==> config.mk <==
export PLATFORM = sky130hd
export DESIGN_NAME = sram_port_ctrl
export DESIGN_NICKNAME = d
export VERILOG_FILES = /design/src/rtl/sram_ctrl_pkg.sv /design/src/rtl/sram_clear_seq.sv /design/src/rtl/sram_port_ctrl.sv
export SDC_FILE = /design/constraint.sdc
export NUM_CORES = 1
export LEC_CHECK = 0
export BUFFER_PORTS_ARGS = -buffer_cell sky130_fd_sc_hd__buf_2
export CAP_MARGIN = 5
export CORE_MARGIN = 2
export CORE_UTILIZATION = 44
export DETAILED_ROUTE_END_ITERATION = 8
export PLACE_DENSITY = 0.8
export SLEW_MARGIN = 20
export SYNTH_ARGS = -nofsm -noshare
export SYNTH_HDL_FRONTEND = slang
export SYNTH_SLANG_ARGS = --single-unit
==> constraint.sdc <==
create_clock -name clock -period 2.55 [get_ports clock]
set_clock_uncertainty 0.2 [all_clocks]
set_input_delay 0.3825 -clock clock [delete_from_list [all_inputs] [get_ports clock]]
set_output_delay 0.3825 -clock clock [all_outputs]
set_load 0.02 [all_outputs]
==> src/rtl/sram_ctrl_pkg.sv <==
// Shared types for the SRAM port controller: FSM states and grant selection.
package sram_ctrl_pkg;

    typedef enum logic {
        CLEAR = 1'b0,
        RUN   = 1'b1
    } state_t;

    typedef enum logic [1:0] {
        GNT_NONE = 2'd0,
        GNT_W    = 2'd1,
        GNT_R    = 2'd2
    } gnt_t;

endpackage

==> src/rtl/sram_clear_seq.sv <==
// Post-reset clear sweep address generator for a single-port SRAM macro.
// The counter is one bit wider than the address so DEPTH == 2**ADDR_W
// reaches its terminal count without wrapping back to zero.
module sram_clear_seq
    import sram_ctrl_pkg::*;
#(
    parameter int ADDR_W = 11,
    parameter int DEPTH  = 2048
) (
    input  logic              clock,
    input  logic              reset,
    input  logic              active,
    output logic [ADDR_W-1:0] clr_addr,
    output logic              done
);

    localparam logic [ADDR_W:0] LAST = (ADDR_W+1)'(DEPTH - 1);
    localparam logic [ADDR_W:0] ONE  = (ADDR_W+1)'(1);

    logic [ADDR_W:0] clr_cnt;

    // Sweep counter: restarts at address 0 on every reset, advances once per sweep cycle
    always_ff @(posedge clock) begin
        if (reset) begin
            clr_cnt <= '0;
        end else if (active) begin
            clr_cnt <= clr_cnt + ONE;
        end
    end

    // Current sweep address and terminal-count flag for the last write of the sweep
    always_comb begin
        clr_addr = clr_cnt[ADDR_W-1:0];
        done     = active && (clr_cnt == LAST);
    end

endmodule

==> src/rtl/sram_port_ctrl.sv <==
// Initiator-side controller for a single-port RW SRAM macro. Merges a read
// and a write request stream onto the one port with alternating priority on
// contention, optionally zero-clears the array after reset, and returns read
// data one cycle after acceptance, holding it stable between reads.
module sram_port_ctrl
    import sram_ctrl_pkg::*;
#(
    parameter int ADDR_W         = 11,
    parameter int DATA_W         = 5,
    parameter int DEPTH          = 2048,
    parameter bit CLEAR_ON_RESET = 1'b1
) (
    input  logic              clock,
    input  logic              reset,

    input  logic              w_req_valid,
    output logic              w_req_ready,
    input  logic [ADDR_W-1:0] w_req_addr,
    input  logic [DATA_W-1:0] w_req_data,

    input  logic              r_req_valid,
    output logic              r_req_ready,
    input  logic [ADDR_W-1:0] r_req_addr,

    output logic              r_resp_valid,
    output logic [DATA_W-1:0] r_resp_data,

    output logic              init_done,

    output logic              mem_en,
    output logic              mem_wmode,
    output logic [ADDR_W-1:0] mem_addr,
    output logic [DATA_W-1:0] mem_wdata,
    input  logic [DATA_W-1:0] mem_rdata
);

    localparam state_t RST_STATE = CLEAR_ON_RESET ? CLEAR : RUN;

    state_t            state;
    state_t            state_nx;
    gnt_t              gnt;
    logic              run_ok;
    logic              prio_w;
    logic              resp_pend;
    logic              resp_vis;
    logic [DATA_W-1:0] hold_q;
    logic              clr_active;
    logic              clr_done;
    logic [ADDR_W-1:0] clr_addr;

    sram_clear_seq #(
        .ADDR_W (ADDR_W),
        .DEPTH  (DEPTH)
    ) u_clear_seq (
        .clock    (clock),
        .reset    (reset),
        .active   (clr_active),
        .clr_addr (clr_addr),
        .done     (clr_done)
    );

    // Sweep runs only in CLEAR and never while reset is held
    always_comb begin
        clr_active = (state == CLEAR) && !reset;
    end

    // State register: reset re-enters the sweep (or goes straight to RUN without clearing)
    always_ff @(posedge clock) begin
        if (reset) begin
            state <= RST_STATE;
        end else begin
            state <= state_nx;
        end
    end

    // Next state: leave CLEAR after the last sweep write, RUN is terminal until reset
    always_comb begin
        state_nx = state;
        case (state)
            CLEAR:   if (clr_done) state_nx = RUN;
            RUN:     state_nx = RUN;
            default: state_nx = RST_STATE;
        endcase
    end

    // Outputs: readies, grant select and the SRAM port mux
    always_comb begin
        init_done   = (state == RUN);
        run_ok      = init_done && !reset;
        // each ready looks only at the opposite valid, never at its own
        w_req_ready = run_ok && (!r_req_valid || prio_w);
        r_req_ready = run_ok && (!w_req_valid || !prio_w);

        gnt = GNT_NONE;
        if (w_req_valid && w_req_ready) begin
            gnt = GNT_W;
        end else if (r_req_valid && r_req_ready) begin
            gnt = GNT_R;
        end

        mem_en    = 1'b0;
        mem_wmode = 1'b0;
        mem_addr  = '0;
        mem_wdata = '0;
        if (!reset) begin
            if (state == CLEAR) begin
                mem_en    = 1'b1;
                mem_wmode = 1'b1;
                mem_addr  = clr_addr;
            end else begin
                case (gnt)
                    GNT_W: begin
                        mem_en    = 1'b1;
                        mem_wmode = 1'b1;
                        mem_addr  = w_req_addr;
                        mem_wdata = w_req_data;
                    end
                    GNT_R: begin
                        mem_en    = 1'b1;
                        mem_wmode = 1'b0;
                        mem_addr  = r_req_addr;
                    end
                    default: ;
                endcase
            end
        end
    end

    // Priority toggles only on contention; response flag and hold register track accepted reads
    always_ff @(posedge clock) begin
        if (reset) begin
            prio_w    <= 1'b1;
            resp_pend <= 1'b0;
            hold_q    <= '0;
        end else begin
            if (run_ok && w_req_valid && r_req_valid) begin
                prio_w <= !prio_w;
            end
            resp_pend <= (gnt == GNT_R);
            if (resp_pend) begin
                hold_q <= mem_rdata;
            end
        end
    end

    // Response: a read accepted just before reset is suppressed while reset is high,
    // so the dropped response never becomes visible
    always_comb begin
        resp_vis     = resp_pend && !reset;
        r_resp_valid = resp_vis;
        r_resp_data  = resp_vis ? mem_rdata : hold_q;
    end

endmodule

==> out/metrics.yaml, run 1 <==
worst_setup_path:
  crit_required_ns: 1.97
  reg2reg_depth: 4
  regToRegEndpoint: "u_clear_seq.clr_cnt[9]"
  worstPathArrival_ns: 1.87
  start_kind: "flip-flop"
  r2r_slack_ns: 0.59
  worst-path-max-fanout: 6
  r2r-start: "init_done"
  crit_path_end_kind: "output port"
  crit_type: "flip-flop to output port"
power_and_ir_drop:
  switching_share: 0.234
  cellPowerDensity_nw_per_um2: 361
  power.leakage_nw: 0.752
  p_int_mw: 0.438
  p_clk_frac: 0.319
  ir_drop_uv: 285
  p_switching_mw: 0.134
  power_frac_seq: 0.561
  power_frac_comb: 0.120
finish:
  syn2layout_area_growth_pct: 31.9
  fin_nets: 235
  seq_area_um2: 400
  multi_input_area_um2: 742
  final_common_cell: "buf_2"
  fillers: 229
  antenna_cells: 0
  utilization: 0.629
  final_area_um2: 1590
  final_cell_mix: "62 x buf_2, 20 x dfxtp_1, 14 x and2_1"
  drive_gt1_frac: 0.411
synthesis:
  yosysTopAreaCell: "dfxtp_1"
  synth_area_um2: 1200
  yosys-top-cells-area: "dfxtp_1 33%, a221o_1 9.2%, and2_1 7.3%"
  postSynthAreaPerCell_um2: 8.97
  yosysSeqAreaShare: 0.333
  ys_warn_count: 0
  synthDistinctLibCells: 36
  syn-num-nets: 171
  synth_seq_cells: 20
  synth_cells: 134
  yosys.area.top_type_share: 0.333
clocking:
  numCtsBuffers: 3
  cts_buffer_depth: 2
  h-tree-depth: 1
  clk_latency_ns: 0.30
  clk_pin_slew_worst_paths_ns: 0.11
  cts_root_buf: "clkbuf_4"
  hold_buffers: 0
  clkSinkCount: 20
  cts_tree: "yes"
sta:
  timing.final.crit_share: 0.961
  fin_setup_tns_ns: 0
  finalHoldViolCount: 0
  slew_violations: 0
  relSlewSlack: 0.660
  worstMarginPinSlew_ns: 0.509
  setup_viol: 0
  hold_slack_ns: 0.0546
  grt_setup_unrepaired: "no"
  max_freq_mhz: 408
  fin_crit_ns: 2.45
hold_path:
  hold_path_end: "hold_q[3]"
  hold_class: "input port to flip-flop"
  hold_depth: 2
  worstHoldStart: "reset"
flow_run:
  maxCapViolCount: 0
place:
  buffer_ports.inserted: 62
  gp_congestion: 0.903
  placed_area_um2: 1540
  dpl.hpwl_mm: 2.53
global_route:
  grt_first_pass_wirelength_mm: 5.02
  grt_max_degree: 22
  grt_usage: 0.197
  grt_pass1_vias: 1148
  antenna_found_initial: 0
  grt_overflow_total: 0
routing:
  firstDrtPassIters: 4
  route.detailed.drc: 0
  via_per_inst: 5.39
  dr.first_iter.drc_count: 44
  wl_per_cell_um: 13.8
  ant_nets: 0
  num_vias: 1223
  routed_wl_mm: 3.14
floorplanning:
  die_x_um: 56.3
  initial_core_util: 0.477
  num_rows: 18
  coreArea_um2: 2520
  dieArea_um2: 3170
  fp.dieH_um: 56.3
  boundaryPins: 63
status:
  status: "completed"
-- Yosys cell counts --
library cell  number
nand2_1            7
buf_1              1
dfxtp_1           20
nor4_1             2
xor2_1             2
nor2_1            12
nor3b_1            1
nor3b_2            1
a21oi_1            4
o311ai_0           2
or2_2              1
a221o_1           11
o21ai_0            3
nand4bb_1          1
and2_1            14
mux2_2             6
clkbuf_1           4
or2b_1             1
a22o_1             1
nor4_4             1
nor3_1             3
ha_1               1
nor2b_1            4
inv_1              4
buf_6              2
mux2i_1            8
nand3_1            2
or3_1              4
and2b_1            1
nand4_1            2
xnor2_1            1
or3b_1             1
o41ai_1            2
mux2_1             1
buf_2              2
a211oi_1           1
-- critical path: stages, from the launching register on --
cell and delay, ns:
dfxtp_1 0.51, nor2b_1 0.49, mux2_2 0.40, buf_2 0.16
-- flip-flops by register name (all words and copies together) (netlist names) --
signal,flops
init_done,1
resp_pend,1
u_clear_seq.clr_cnt,12
hold_q,5
prio_w,1
-- cell families (layout without fill, tap and decap cells) --
logic type / Yosys count / in the layout / share of synthesized area
adders and majority gates: 1 / 1 / 0.0104
muxes: 15 / 15 / 0.132
xor gates and xnor gates: 3 / 3 / 0.0219
DFF: 20 / 20 / 0.333
AOI/OAI and AO/OA: 24 / 24 / 0.163
buffers and inverters: 13 / 76 / 0.0551
and+or+nand+nor: 58 / 58 / 0.284
-- area by class of cell --
class / count / area share
clock buffers: 4 / 0.0229
inverters: 4 / 0.00946
multi-input cells: 101 / 0.468
flip-flops and latches: 20 / 0.252
well taps: 30 / 0.0237
repair buffers: 68 / 0.224
-- metal layers --
metal / up-vias / share of wire / global-route usage / wire length [µm]
met3: 2 / 0.040 / 0.0415 / 127
met4: 0 / 0.0061 / 0.0578 / 19
met2: 27 / 0.54 / 0.371 / 1700
met5: - / 0 / 0 / 0
li1: 617 / - / - / -
met1: 577 / 0.41 / 0.220 / 1300
-- per-stage QoR --
step	setup slack [ns]	instances	power, mW
CTS	0.104	227	0.579
global placement	0.372	223	0.393
detailed placement	0.285	223	0.396
global route	0.00967	227	0.604
floorplan	0.365	134	0.359
finish	0.0992	227	0.572
-- worst max path at each step --
stage / from / slack, ns / depth (start not counted) / end
5_1_grt: resp_pend / 0.01 / 3 / r_resp_data[3]
3_5_place_dp: reset / 0.29 / 6 / mem_addr[4]
3_3_place_gp: reset / 0.37 / 6 / mem_addr[3]
4_1_cts: resp_pend / 0.10 / 3 / r_resp_data[3]
6_report: resp_pend / 0.1 / 3 / r_resp_data[3]
2_1_floorplan: init_done / 0.37 / 4 / mem_addr[6]
-- what timing repair did --
item / in CTS / in global routing
buffers inserted: 0 / 0
resized for setup: 0 / 1
endpoints found under the setup margin: 0 / 2
-- power groups by stage --
stage / Combinational (mW) / Clock, mW / Sequential [mW]
floorplan: 0.0322 / 0 / 0.326
global placement: 0.0651 / 0 / 0.328
detailed placement: 0.0682 / 0 / 0.328
CTS: 0.0684 / 0.190 / 0.321
global route: 0.0763 / 0.206 / 0.322
finish: 0.0684 / 0.183 / 0.321
(Power assumes the default switching activity.)
==> run 2: changes to the inputs <==
--- a/config.mk
+++ b/config.mk
@@ -8,9 +8,10 @@
 export BUFFER_PORTS_ARGS = -buffer_cell sky130_fd_sc_hd__buf_2
 export CAP_MARGIN = 5
 export CORE_MARGIN = 2
-export CORE_UTILIZATION = 44
+export CORE_UTILIZATION = 46
+export CTS_BUF_LIST = sky130_fd_sc_hd__clkbuf_4 sky130_fd_sc_hd__clkbuf_8
 export DETAILED_ROUTE_END_ITERATION = 8
-export PLACE_DENSITY = 0.8
+export PLACE_DENSITY = 0.83
 export SLEW_MARGIN = 20
 export SYNTH_ARGS = -nofsm -noshare
 export SYNTH_HDL_FRONTEND = slang
==> run 2 against run 1 <==
Combinational power shrank 0.9%; non-clock buffer count unchanged; critical path depth unchanged; utilization increased by 1.5 points; sequential share of layout area shrank 0.16 points; critical endpoint unchanged; largest cell class unchanged.
==> out/metrics.yaml, run 2 (synthesis gave the netlist of run 1 again) <==
status:
  status: "completed"  # unchanged
power_and_ir_drop:
  power.leakage_nw: 0.760  # was 0.752 nW
  power_mw: 0.652  # was 0.572 mW
  power_frac_seq: 0.492  # was 0.561
  p_int_mw: 0.509  # was 0.438 mW
  ir_drop_uv: 299  # was 285 µV
  power_frac_comb: 0.104  # was 0.120
  p_switching_mw: 0.143  # was 0.134 mW
  p_clk_frac: 0.404  # was 0.319
  cellPowerDensity_nw_per_um2: 408  # was 361 nW/µm²
  switching_share: 0.220  # was 0.234
routing:
  num_vias: 1285  # was 1223
  dr.first_iter.drc_count: 30  # was 44
  routed_wl_mm: 3.11  # was 3.14 mm
  wl_per_cell_um: 13.7  # was 13.8 µm
  ant_nets: 0  # unchanged
  via_per_inst: 5.66  # was 5.39
  route.detailed.drc: 0  # unchanged
  firstDrtPassIters: 4  # unchanged
finish:
  top_register: "u_clear_seq.clr_cnt"  # unchanged
  utilization: 0.644  # was 0.629
  largest_reg_flops: 12  # unchanged
  syn2layout_area_growth_pct: 32.8  # was 31.9%
  final-instance-count-excl-fill: 227  # unchanged
  fin_nets: 235  # unchanged
  final_cell_mix: "62 x buf_2, 20 x dfxtp_1, 14 x and2_1"  # unchanged
  fillers: 212  # was 229
  final_common_cell: "buf_2"  # unchanged
  drive_gt1_frac: 0.411  # unchanged
  antenna_cells: 0  # unchanged
  largestRegisters: "u_clear_seq.clr_cnt (12), hold_q (5)"  # unchanged
clocking:
  numCtsBuffers: 3  # unchanged
  hold_buffers: 0  # unchanged
  cts_resized: 0  # unchanged
  clkSinkCount: 20  # unchanged
  cts_buffer_depth: 2  # unchanged
  clk_pin_slew_worst_paths_ns: 0.12  # was 0.11 ns
  clk_latency_ns: 0.31  # was 0.30 ns
  h-tree-depth: 1  # unchanged
  postCtsSetupBuffers: 0  # unchanged
  cts_root_buf: "clkbuf_4"  # unchanged
  cts_tree: "yes"  # unchanged
worst_setup_path:
  worst-path-max-fanout: 6  # unchanged
  crit_slowest_cell: "dfxtp_1"  # unchanged
  worstPathArrival_ns: 1.85  # was 1.87 ns
  critPathTopFamily: "flip-flops"  # unchanged
  crit_required_ns: 1.97  # about the same
  crit_path_end_kind: "output port"  # unchanged
  cp_num_cells: 3  # unchanged
  start_kind: "flip-flop"  # unchanged
  path_buf_inv: 1  # unchanged
  crit_chain: "nor2b_1, mux2_2, buf_2"  # unchanged
  slowest_delay_ns: 0.51  # about the same
  crit_type: "flip-flop to output port"  # unchanged
  reg2reg_depth: 4  # unchanged
sta:
  relSlewSlack: 0.626  # was 0.660
  slew_violations: 0  # unchanged
  grt_setup_unrepaired: "no"  # unchanged
  timing.final.crit_share: 0.952  # was 0.961
  max_freq_mhz: 412  # was 408 MHz
  fin_setup_tns_ns: 0  # unchanged
  setup_viol: 0  # unchanged
  worstMarginPinSlew_ns: 0.559  # was 0.509 ns
  hold_slack_ns: 0.112  # was 0.0546 ns
  fin_crit_ns: 2.43  # was 2.45 ns
  finalHoldViolCount: 0  # unchanged
global_route:
  grt_max_degree: 23  # was 22
  grt_pass1_vias: 1123  # was 1148
  antenna_found_initial: 0  # unchanged
  grt_overflow_total: 0  # unchanged
  grt_first_pass_wirelength_mm: 4.76  # was 5.02 mm
  grt_usage: 0.218  # was 0.197
place:
  buffer_ports.inserted: 62  # unchanged
  placedCellCount: 223  # unchanged
  dpl.hpwl_mm: 2.39  # was 2.53 mm
  gp_congestion: 0.818  # was 0.903
floorplanning:
  dieArea_um2: 3040  # was 3170 µm²
  boundaryPins: 63  # unchanged
  fp.dieH_um: 55.1  # was 56.3 µm
  initial_core_util: 0.485  # was 0.477
  num_rows: 18  # unchanged
  die_x_um: 55.1  # was 56.3 µm
  coreArea_um2: 2480  # was 2520 µm²
hold_path:
  hold_depth: 3  # was 2
  hold_class: "input port to flip-flop"  # unchanged
flow_run:
  maxCapViolCount: 0  # unchanged
[run 2: cell types whose count changed in the layout (fill, tap and decap cells not counted)]
cell	delta
clkbuf_8	-1
nor3b_4	-1
bufinv_16	+1
nor3b_2	+1
[run 2: final cells by class]
class                           count  area (µm²)  area share
Sequential cell                    20         400       0.251
Tap cell                           30        37.5      0.0235
Clock buffer                        3        22.5      0.0141
Timing Repair Buffer               68         355       0.223
Multi-Input combinational cell    101         736       0.461
Clock inverter                      1        30.0      0.0188
Inverter                            4        15.0     0.00940
[run 2: power by group through the flow]
| stage | registers [mW] | clock network [mW] | logic, mW |
|---|---|---|---|
| after detailed placement | 0.328 | 0 | 0.0670 |
| after global routing | 0.322 | 0.277 | 0.0766 |
| final | 0.321 | 0.263 | 0.0678 |
| after global placement | 0.327 | 0 | 0.0637 |
| after floorplan | 0.326 | 0 | 0.0322 |
| after CTS | 0.321 | 0.265 | 0.0680 |
[run 2: layer usage]
layer	routed length, µm	up-vias	GRT usage
li1	-	620	-
met1	1300	611	0.267
met2	1580	50	0.383
met3	192	4	0.0323
met4	31	0	0.0854
met5	0	-	0
[run 2: worst min-delay path: stages]
cell and delay (ns):
buf_2 0.09, mux2i_1 0.06, nor2_1 0.07
[run 2: path summary, 6_finish.rpt]
| kind | startpoint | to | slack, ns |
|---|---|---|---|
| setup / recovery | resp_pend | r_resp_data[3] | 0.12 |
| hold / removal | mem_rdata[4] | hold_q[4] | 0.11 |
| setup reg to reg | init_done | u_clear_seq.clr_cnt[9] | 0.58 |
| hold reg to reg | u_clear_seq.clr_cnt[11] | u_clear_seq.clr_cnt[11] | 0.29 |
[run 2: per-stage QoR]
| stage | worst slack [ns] | cell area [µm²] |
|---|---|---|
| after floorplan | 0.365 | 1200 |
| after global placement | 0.380 | 1540 |
| after detailed placement | 0.350 | 1540 |
| after CTS | 0.131 | 1600 |
| after global routing | 0.0361 | 1600 |
| final | 0.122 | 1600 |
==> run 3: changes to the inputs <==
==> constraint.sdc (replaced) <==
create_clock -name clock -period 2.55 [get_ports clock]
set_clock_uncertainty 0.2 [all_clocks]
set_input_delay 0.1275 -clock clock [delete_from_list [all_inputs] [get_ports clock]]
set_output_delay 0.1275 -clock clock [all_outputs]
set_load 0.02 [all_outputs]
==> run 3 against run 2 <==
Sequential power barely moved; cell area is 3.1% higher; hold slack got worse by 0.090 ns; first-iteration DRC count rose by 13%; clock power barely moved; wire length up 8.7%; worst setup slack improved by 0.016 ns; critical endpoint is now mem_addr[4]; largest power group unchanged.
==> out/metrics.yaml, run 3 (synthesis gave the netlist of run 1 again) <==
sta:
  fin_crit_ns: 2.41  # was 2.43 ns
  relSlewSlack: 0.645  # was 0.626
  setup_viol: 0  # unchanged
  timing.final.crit_share: 0.946  # was 0.952
  grt_setup_unrepaired: "no"  # unchanged
  hold_slack_ns: 0.0218  # was 0.112 ns
  slew_violations: 0  # unchanged
  finalHoldViolCount: 0  # unchanged
  max_freq_mhz: 415  # was 412 MHz
  fin_setup_tns_ns: 0  # unchanged
  worstMarginPinSlew_ns: 0.530  # was 0.559 ns
clocking:
  postCtsSetupBuffers: 0  # unchanged
  h-tree-depth: 1  # unchanged
  clk_pin_slew_worst_paths_ns: 0.12  # about the same
  cts_buffer_depth: 2  # unchanged
  numCtsBuffers: 3  # unchanged
  cts_root_buf: "clkbuf_4"  # unchanged
  cts_tree: "yes"  # unchanged
  clk_latency_ns: 0.30  # was 0.31 ns
  clkSinkCount: 20  # unchanged
global_route:
  grt_first_pass_wirelength_mm: 5.01  # was 4.76 mm
  grt_max_degree: 24  # was 23
  grt_overflow_total: 0  # unchanged
  antenna_found_initial: 0  # unchanged
  grt_usage: 0.233  # was 0.218
  grt_pass1_vias: 1180  # was 1123
worst_setup_path:
  worst-path-max-fanout: 12  # was 6
  r2r_slack_ns: 0.65  # was 0.58 ns
  r2r-start: "init_done"  # unchanged
  start_kind: "flip-flop"  # unchanged
  crit_required_ns: 2.22  # was 1.97 ns
  crit_path_end_kind: "output port"  # unchanged
  worstPathArrival_ns: 2.08  # was 1.85 ns
  reg2reg_depth: 3  # was 4
  crit_type: "flip-flop to output port"  # unchanged
  regToRegEndpoint: "u_clear_seq.clr_cnt[9]"  # unchanged
routing:
  ant_nets: 0  # unchanged
  wl_per_cell_um: 14.6  # was 13.7 µm
  route.detailed.drc: 0  # unchanged
  firstDrtPassIters: 4  # unchanged
  via_per_inst: 5.54  # was 5.66
  dr.first_iter.drc_count: 34  # was 30
  routed_wl_mm: 3.38  # was 3.11 mm
  num_vias: 1280  # was 1285
power_and_ir_drop:
  power_mw: 0.656  # was 0.652 mW
  power_frac_seq: 0.489  # was 0.492
  p_clk_frac: 0.397  # was 0.404
  ir_drop_uv: 375  # was 299 µV
  p_switching_mw: 0.142  # was 0.143 mW
  power_frac_comb: 0.114  # was 0.104
  switching_share: 0.217  # was 0.220
  cellPowerDensity_nw_per_um2: 399  # was 408 nW/µm²
  p_int_mw: 0.514  # was 0.509 mW
  power.leakage_nw: 0.771  # was 0.760 nW
floorplanning:
  coreArea_um2: 2480  # unchanged
  num_rows: 18  # unchanged
  dieArea_um2: 3040  # unchanged
  die_x_um: 55.1  # unchanged
  initial_core_util: 0.485  # unchanged
  fp.dieH_um: 55.1  # unchanged
  boundaryPins: 63  # unchanged
finish:
  largest_reg_flops: 12  # unchanged
  fillers: 200  # was 212
  syn2layout_area_growth_pct: 36.8  # was 32.8%
  antenna_cells: 0  # unchanged
  seq_area_um2: 402  # was 400 µm²
  largestRegisters: "u_clear_seq.clr_cnt (12), hold_q (5)"  # unchanged
  fin_nets: 239  # was 235
  final_area_um2: 1650  # was 1600 µm²
  drive_gt1_frac: 0.393  # was 0.411
  top_register: "u_clear_seq.clr_cnt"  # unchanged
  final_cell_mix: "62 x buf_2, 19 x dfxtp_1, 14 x and2_1"  # was 62 x buf_2, 20 x dfxtp_1, 14 x and2_1
  utilization: 0.664  # was 0.644
  final_common_cell: "buf_2"  # unchanged
  multi_input_area_um2: 736  # unchanged
status:
  status: "completed"  # unchanged
hold_path:
  hold_class: "input port to flip-flop"  # unchanged
  hold_path_end: "u_clear_seq.clr_cnt[1]"  # was hold_q[4]
  hold_depth: 2  # was 3
  worstHoldStart: "reset"  # was mem_rdata[4]
place:
  buffer_ports.inserted: 62  # unchanged
  gp_congestion: 0.783  # was 0.818
  placed_area_um2: 1520  # was 1540 µm²
  dpl.hpwl_mm: 2.53  # was 2.39 mm
flow_run:
  maxCapViolCount: 0  # unchanged
-- run 3: cell count changes in the layout (fill, tap and decap cells not counted) --
cell	before	now
dfxtp_1	20	19
dlygate4sd3_1	0	7
buf_4	6	3
dfxtp_2	0	1
-- run 3: worst max path at each step --
stage / startpoint / end / slack (ns) / depth (start not counted)
finish: init_done / mem_addr[4] / 0.14 / 5
detailed placement: init_done / mem_addr[4] / 0.40 / 5
global route: init_done / mem_addr[1] / 0.04 / 5
global placement: init_done / mem_addr[3] / 0.53 / 5
CTS: init_done / mem_addr[4] / 0.03 / 5
floorplan: init_done / u_clear_seq.clr_cnt[9] / 0.60 / 5
-- run 3: final cells by class --
cell class              instances  share of cell area
clock buffers                   3              0.0137
multi-input cells             101               0.447
clock inverters                 1              0.0183
repair buffers                 72               0.245
flip-flops and latches         20               0.244
inverters                       4             0.00913
well taps                      30              0.0228
-- run 3: critical path, cell delays in order, from the launching register on --
cell	delay (ns)
dfxtp_2	0.47
or2b_1	0.30
nor3b_2	0.44
buf_4	0.26
a221o_1	0.16
buf_2	0.16
-- run 3: repair_timing --
item / in CTS / in global routing
endpoints found under the hold margin: 6 / 0
hold buffers: 7 / 0
endpoints found under the setup margin: 0 / 12
resized for setup: 0 / 1
-- run 3: per-stage QoR --
| stage | std cells | setup slack, ns |
|---|---|---|
| finish | 231 | 0.139 |
| floorplan | 134 | 0.604 |
| global placement | 220 | 0.530 |
| CTS | 231 | 0.0316 |
| global route | 231 | 0.0400 |
| detailed placement | 220 | 0.401 |
-- run 3: layer usage --
metal  part of all wire  track usage  up-vias
li1                   -            -      622
met1               0.38        0.249      588
met2               0.53        0.442       60
met3              0.067       0.0376       10
met4              0.019        0.106        0
met5                  0            0        -
-- run 3: power by group through the flow --
stage | registers (mW) | clock network (mW) | logic (mW)
final | 0.321 | 0.261 | 0.0750
after global routing | 0.322 | 0.283 | 0.0819
after CTS | 0.321 | 0.267 | 0.0742
after detailed placement | 0.328 | 0 | 0.0665
after global placement | 0.327 | 0 | 0.0636
after floorplan | 0.326 | 0 | 0.0322
